$ cat src/rtl/boot_pkg.sv
// Shared types and widths for the boot loader.
// State set depends on BOOT_CHECKSUM_EN (adds CSUM and the word-sum accumulator).
package boot_pkg;

  localparam int unsigned LEN_W  = 16;
  localparam int unsigned CSUM_W = 32;
  localparam int unsigned DATA_W = 32;

`ifdef BOOT_CHECKSUM_EN
  typedef enum logic [2:0] {IDLE, HDR, LOAD, CSUM, DONE, ERR} boot_state_t;
`else
  typedef enum logic [2:0] {IDLE, HDR, LOAD, DONE, ERR} boot_state_t;
`endif

  // Length field of the header word
  function automatic logic [LEN_W-1:0] hdr_len(input logic [DATA_W-1:0] w);
    return w[LEN_W-1:0];
  endfunction

endpackage

$ cat src/rtl/boot_loader_if.sv
// Boot loader bus: word-stream source side plus instruction-memory write port and status.
interface boot_loader_if #(
  parameter int unsigned ADDR_W = 8
);
  logic              start;
  logic              in_valid;
  logic [31:0]       in_data;
  logic              in_ready;
  logic [ADDR_W-1:0] boot_iaddr;
  logic [31:0]       boot_idata;
  logic              boot_iwe;
  logic              cpu_resetn;
  logic              done;
  logic              error;

  modport master (
    output start, in_valid, in_data,
    input  in_ready, boot_iaddr, boot_idata, boot_iwe, cpu_resetn, done, error
  );

  modport slave (
    input  start, in_valid, in_data,
    output in_ready, boot_iaddr, boot_idata, boot_iwe, cpu_resetn, done, error
  );
endinterface

$ cat src/rtl/boot_loader.sv
// Streams a length-prefixed image into instruction memory while holding the CPU in reset.
// Define BOOT_CHECKSUM_EN to require a trailing modulo-2^32 sum word after the data.
import boot_pkg::*;

module boot_loader #(
  parameter int unsigned I_ADDRESSWIDTH = 8,
  parameter int unsigned I_SIZE         = 64
) (
  input  logic          clk,
  input  logic          reset,
  boot_loader_if.slave  bus
);

  localparam int unsigned IDX_W = $clog2(I_SIZE + 1);

  boot_state_t               r_state;
  logic                      r_in_ready;
  logic                      r_iwe;
  logic [I_ADDRESSWIDTH-1:0] r_iaddr;
  logic [DATA_W-1:0]         r_idata;
  logic                      r_cpu_resetn;
  logic                      r_done;
  logic                      r_error;
  logic [IDX_W-1:0]          r_index;
  logic [IDX_W-1:0]          r_last;
`ifdef BOOT_CHECKSUM_EN
  logic [CSUM_W-1:0]         r_sum;
`endif

  logic             w_accept;
  logic [LEN_W-1:0] w_hdr_len;
  logic             w_len_over;
  logic             w_last;

  assign w_accept   = bus.in_valid & r_in_ready;
  assign w_hdr_len  = hdr_len(bus.in_data);
  assign w_len_over = w_hdr_len > LEN_W'(I_SIZE);
  assign w_last     = (r_index == r_last);

  always_ff @(posedge clk) begin
    if (reset) begin
      r_state      <= IDLE;
      r_in_ready   <= 1'b0;
      r_iwe        <= 1'b0;
      r_iaddr      <= '0;
      r_idata      <= '0;
      r_cpu_resetn <= 1'b0;
      r_done       <= 1'b0;
      r_error      <= 1'b0;
      r_index      <= '0;
      r_last       <= '0;
`ifdef BOOT_CHECKSUM_EN
      r_sum        <= '0;
`endif
    end else begin
      r_iwe <= 1'b0;
      case (r_state)
        IDLE: begin
          if (bus.start) begin
            r_state    <= HDR;
            r_in_ready <= 1'b1;
          end
        end

        HDR: begin
          if (w_accept) begin
            r_index <= '0;
`ifdef BOOT_CHECKSUM_EN
            r_sum   <= '0;
`endif
            if (w_len_over) begin
              r_state    <= ERR;
              r_in_ready <= 1'b0;
              r_error    <= 1'b1;
            end else if (w_hdr_len == '0) begin
`ifdef BOOT_CHECKSUM_EN
              r_state      <= CSUM;
`else
              r_state      <= DONE;
              r_in_ready   <= 1'b0;
              r_done       <= 1'b1;
              r_cpu_resetn <= 1'b1;
`endif
            end else begin
              r_state <= LOAD;
              r_last  <= IDX_W'(w_hdr_len - LEN_W'(1));
            end
          end
        end

        // One write per accepted word; in_valid gaps leave index and address untouched
        LOAD: begin
          if (w_accept) begin
            r_iwe   <= 1'b1;
            r_iaddr <= I_ADDRESSWIDTH'(r_index);
            r_idata <= bus.in_data;
            r_index <= r_index + IDX_W'(1);
`ifdef BOOT_CHECKSUM_EN
            r_sum   <= r_sum + bus.in_data;
            if (w_last) r_state <= CSUM;
`else
            if (w_last) begin
              r_state      <= DONE;
              r_in_ready   <= 1'b0;
              r_done       <= 1'b1;
              r_cpu_resetn <= 1'b1;
            end
`endif
          end
        end

`ifdef BOOT_CHECKSUM_EN
        CSUM: begin
          if (w_accept) begin
            r_in_ready <= 1'b0;
            if (bus.in_data == r_sum) begin
              r_state      <= DONE;
              r_done       <= 1'b1;
              r_cpu_resetn <= 1'b1;
            end else begin
              r_state <= ERR;
              r_error <= 1'b1;
            end
          end
        end
`endif

        DONE: begin
          if (bus.start) begin
            r_state      <= HDR;
            r_in_ready   <= 1'b1;
            r_done       <= 1'b0;
            r_cpu_resetn <= 1'b0;
          end
        end

        ERR: begin
          if (bus.start) begin
            r_state    <= HDR;
            r_in_ready <= 1'b1;
            r_error    <= 1'b0;
          end
        end

        default: begin
          r_state    <= IDLE;
          r_in_ready <= 1'b0;
        end
      endcase
    end
  end

  assign bus.in_ready   = r_in_ready;
  assign bus.boot_iwe   = r_iwe;
  assign bus.boot_iaddr = r_iaddr;
  assign bus.boot_idata = r_idata;
  assign bus.cpu_resetn = r_cpu_resetn;
  assign bus.done       = r_done;
  assign bus.error      = r_error;

endmodule

$ cat src/flat_wrapper.sv
// flat-port wrapper written by rule: the top's interface ports become plain ports
module boot_loader_flat 
#(
  parameter int unsigned I_ADDRESSWIDTH = 8,
  parameter int unsigned I_SIZE         = 64
)
  (clk, reset, bus_start, bus_in_valid, bus_in_data, bus_in_ready, bus_boot_iaddr, bus_boot_idata, bus_boot_iwe, bus_cpu_resetn, bus_done, bus_error);
  boot_loader_if #(.ADDR_W((8))) bus_i ();
  input  logic clk;
  input  logic reset;
  input wire logic [$bits(bus_i.start)-1:0] bus_start;
  input wire logic [$bits(bus_i.in_valid)-1:0] bus_in_valid;
  input wire logic [$bits(bus_i.in_data)-1:0] bus_in_data;
  output wire logic [$bits(bus_i.in_ready)-1:0] bus_in_ready;
  output wire logic [$bits(bus_i.boot_iaddr)-1:0] bus_boot_iaddr;
  output wire logic [$bits(bus_i.boot_idata)-1:0] bus_boot_idata;
  output wire logic [$bits(bus_i.boot_iwe)-1:0] bus_boot_iwe;
  output wire logic [$bits(bus_i.cpu_resetn)-1:0] bus_cpu_resetn;
  output wire logic [$bits(bus_i.done)-1:0] bus_done;
  output wire logic [$bits(bus_i.error)-1:0] bus_error;
  assign bus_i.start = bus_start;
  assign bus_i.in_valid = bus_in_valid;
  assign bus_i.in_data = bus_in_data;
  assign bus_in_ready = bus_i.in_ready;
  assign bus_boot_iaddr = bus_i.boot_iaddr;
  assign bus_boot_idata = bus_i.boot_idata;
  assign bus_boot_iwe = bus_i.boot_iwe;
  assign bus_cpu_resetn = bus_i.cpu_resetn;
  assign bus_done = bus_i.done;
  assign bus_error = bus_i.error;
  boot_loader #(.I_ADDRESSWIDTH(I_ADDRESSWIDTH), .I_SIZE(I_SIZE)) u_core (.clk(clk), .reset(reset), .bus(bus_i));
endmodule
$ cat config.mk
export PLATFORM = sky130hd
export DESIGN_NAME = boot_loader_flat
export DESIGN_NICKNAME = d
export VERILOG_FILES = /design/src/rtl/boot_pkg.sv /design/src/rtl/boot_loader_if.sv /design/src/rtl/boot_loader.sv /design/src/flat_wrapper.sv
export SDC_FILE = /design/constraint.sdc
export NUM_CORES = 1
export LEC_CHECK = 0
export CORE_MARGIN = 2
export CORE_UTILIZATION = 48
export CTS_BUF_LIST = sky130_fd_sc_hd__clkbuf_8
export CTS_CLUSTER_SIZE = 30
export DETAILED_ROUTE_END_ITERATION = 12
export PLACE_DENSITY = 0.9
export SLEW_MARGIN = 20
export SYNTH_ARGS = -nofsm -noshare
export SYNTH_HDL_FRONTEND = slang
export SYNTH_SLANG_ARGS = --single-unit
$ cat constraint.sdc
create_clock -name clk -period 1.87 [get_ports clk]
set_input_delay 0.374 -clock clk [delete_from_list [all_inputs] [get_ports clk]]
set_output_delay 0.374 -clock clk [all_outputs]
set_load 0.01 [all_outputs]
==> summary.txt <==
Run status
  • Status: finished clean

Place
  • Post-place setup slack: -431 ps
  • Area post-placement: 3500 um^2
  • IO buf count: between 70 and 80
  • # placed instances: 463
  • Half-perimeter wire length after placement: 4.58 mm
  • Gpl congestion: just over 0.8

Floorplan
  • IO Pins: approximately 80
  • Placement Rows: 26
  • CORE AREA: 5110 um^2
  • Starting density of the core: 49.6%
  • Die span in y: between 70 and 80 um
  • Die area: 5880 um^2
  • Chip width: 76.7 um

Drt
  • Final WL: 6.59 mm
  • Remaining DRCs: 0
  • Vias per std cell: 5.19
  • Routed len/inst: 13.6 um
  • Initial DRC Count: 116
  • Pre-antenna DRT Iters: 4
  • DR vias: 2,520
  • Routed Antenna Nets: 0

Critical path
  • Crit path buf inv count: 3
  • CP Cell Sequence: dlygate4sd2_1 > nor4_4 > a21boi_2 > buf_4 > nor4_4 > buf_4 > nor2_1 > a211oi_2
  • CP Data Arrival Time: approximately 2000 ps
  • R2R setup slack: 140 ps
  • Kind of critical path: in2reg
  • Startpoint types: input pin
  • CP max FO: 5
  • Crit-path max cell delay: 340 ps
  • Endpoint class of the critical path: register
  • Worst EP required: 2130 ps
  • Worst-path cell with the longest stage delay: nor4_4
  • Largest delay share family, worst path: simple AND/OR/NAND/NOR gates

Timing
  • Worst-Margin Slew: 498 ps
  • Tcrit/Tclk final: between 90 and 100%
  • Hold Slack: between 400 and 500 ps
  • Rel. slew slack: ~67%
  • Final setup vio count: 0
  • Final Skew: 5.48 ps
  • Final Critical Period: 1750 ps
  • Setup WS post-layout: 118 ps
  • Slew Viols, Final: 0
  • Final Hold Viols: 0
  • Peak Freq: 571 MHz

GRT
  • Initial antenna violation count: 0
  • First-pass GRT wire length: 10.6 mm
  • Largest net degree at the start of global routing: 44
  • Vias in the first global route: roughly 2.4k
  • Tot GR Track Use: 22.3%
  • GRT overflow: 0

Logic synthesis
  • Async SR Flop Fraction: 0%
  • Top FF cell, synth: dfxtp_1
  • Synthesis-stage register bit count: 60
  • Compound-Gate Fraction of Synth Area: 17.8%
  • Main combinational cell family by area after synthesis: simple AND/OR/NAND/NOR gates
  • Post-synthesis xor/xnor area fraction: just over 4%
  • Synthesized Nets: between 300 and 400
  • Mapped Area: 2530 um^2
  • Post-Syn Instances: approximately 310
  • Unique masters post-synth: 42
  • Avg Synthesized Cell Area: approximately 8 um^2
  • Ys Warns: 0
  • Adder-cell area share of the yosys netlist: 1.48%
  • Simple-Gate Fraction of Synth Area: 24.6%
  • Seq/Total Area, Yosys: 47.4%
  • Post-synthesis mux area share: 0%
  • Post-synth EDFFs: 0

Pwr
  • Leak: 1.39 nW
  • Max VDD drop: 0.377 mV
  • Cell Pwr Density: 662 nW/um^2

Clocking
  • Cts hold-fix bufs: 0
  • Clk root buf: clkbuf_8
  • Clock Latency Late Sink: 330 ps
  • TritonCTS clock tree: done
  • Num CTS Buffers: 9
  • Worst-path clk slew: 70 ps
  • CTS Sinks: 60
  • Maximum clock path buffer count: 2
  • H-tree levels: 3

Run
  • Max-Cap Viols: 0

Worst hold path
  • HP Class: in2reg

Finish
  • Share of cells above drive strength 1: 14.7%
  • Post-layout instance area: 3780 um^2
  • Post-route non-filler standard cell count: 486
  • Nets: 450
  • Antenna Diode Count: 0
  • Most frequent cells in the layout: 85 x nand2_1, 69 x clkdlybuf4s50_1, 60 x dfxtp_1, 50 x a21oi_1, 24 x buf_4
  • Commonest non-fill, non-tap cell in the layout: nand2_1
  • Area Growth Syn to Fin: 49.1%
## cell type report
| type | count | area (um^2) |
|---|---|---|
| timing repair buffer | 107 | 1020 |
| clock buffer | 10 | 138 |
| clock inverter | 6 | 40.0 |
| sequential | 60 | 1200 |
| multi-input combinational | 228 | 1270 |
| inverter | 5 | 18.8 |
| fill | 406 | 1330 |
| tap | 70 | 87.6 |
## Yosys cell counts (2+ instances only)
cell type  instances  area [um^2]
a211oi_1           6         45.0
a21oi_1           50          250
a311oi_1           2         17.5
a31oi_1            4         25.0
and3_1             2         12.5
buf_2              2         10.0
buf_4              2         15.0
clkbuf_1          15         56.3
dfxtp_1           60         1200
ha_1               3         37.5
inv_1              5         18.8
nand2_1           85          319
nand2b_1           2         12.5
nand3_1            3         15.0
nand3b_1           4         30.0
nor2_1            22         82.6
nor2b_1            2         12.5
nor3_1             4         20.0
nor4_1             3         18.8
nor4_4             2         42.5
o21ai_0            3         15.0
or3_1              2         12.5
xnor2_1            2         17.5
xor2_1            10         87.6
## kinds of logic (layout without fill, tap and decap cells)
group	count (synthesis)	count (layout)
XOR/XNOR	12	12
buffers and inverters	25	128
AND/OR/NAND/NOR	136	136
flip-flops	60	60
AO/OA/AOI/OAI	76	76
adder cells (fa/ha/maj)	3	3
other	1	1
## metrics by stage
step                power, mW  utilization [%]  TNS, ps
finish                   2.50             74.0        0
global route             2.59             74.0    -6.15
CTS                      2.52             73.2        0
detailed placement       1.51             68.5    -4700
global placement         1.50             68.5    -3670
floorplan                1.38                -        0
## sequential cells by signal, summed over array words and instances (netlist names)
register / cells
u_core.bus.error: 1
u_core.bus.cpu_resetn: 1
u_core.r_last: 7
u_core.bus.boot_idata: 32
u_core.r_index: 7
u_core.bus.boot_iwe: 1
u_core.bus.boot_iaddr: 7
u_core.bus.in_ready: 1
u_core.r_state: 3
## worst paths after layout
path,startpoint,to,depth (start not counted)
worst min-delay path,reset,u_core.bus.boot_idata[9],2
worst max-delay path,bus_in_data[5],u_core.r_last[5],8
worst min register to register,u_core.bus.boot_idata[28],u_core.bus.boot_idata[28],2
worst max register to register,u_core.r_state[0],u_core.r_last[5],6
## power breakdown
group          switching, mW  internal [mW]
Combinational         0.0873          0.108
Clock                  0.509          0.510
Sequential           0.00626           1.28
Total                  0.602           1.90
## what timing repair did
action | CTS | global route
setup endpoints to repair | 8 | 9
gates resized for setup | 14 | 8
setup buffers | 5 | 1
pin swaps | 8 | 4
hold endpoints to repair | 0 | 0
cloned | 1 | 0
## metal layers
metal	global-route usage [%]	vias to the layer above	part of all wire [%]
li1	-	1251	-
met1	26.3	1178	43
met2	38.6	80	50
met3	5.41	11	6.3
met4	9.64	0	1.4
met5	0	-	0
## worst reg2reg max path, cell delays in order (launching register included)
cell and delay (ps):
dfxtp_1 470, nor2b_2 240, nand2_1 140, nor4_4 360, buf_4 210, nor2_1 50
a211oi_2 190
Note: power is estimated with default switching activity, not from simulation.
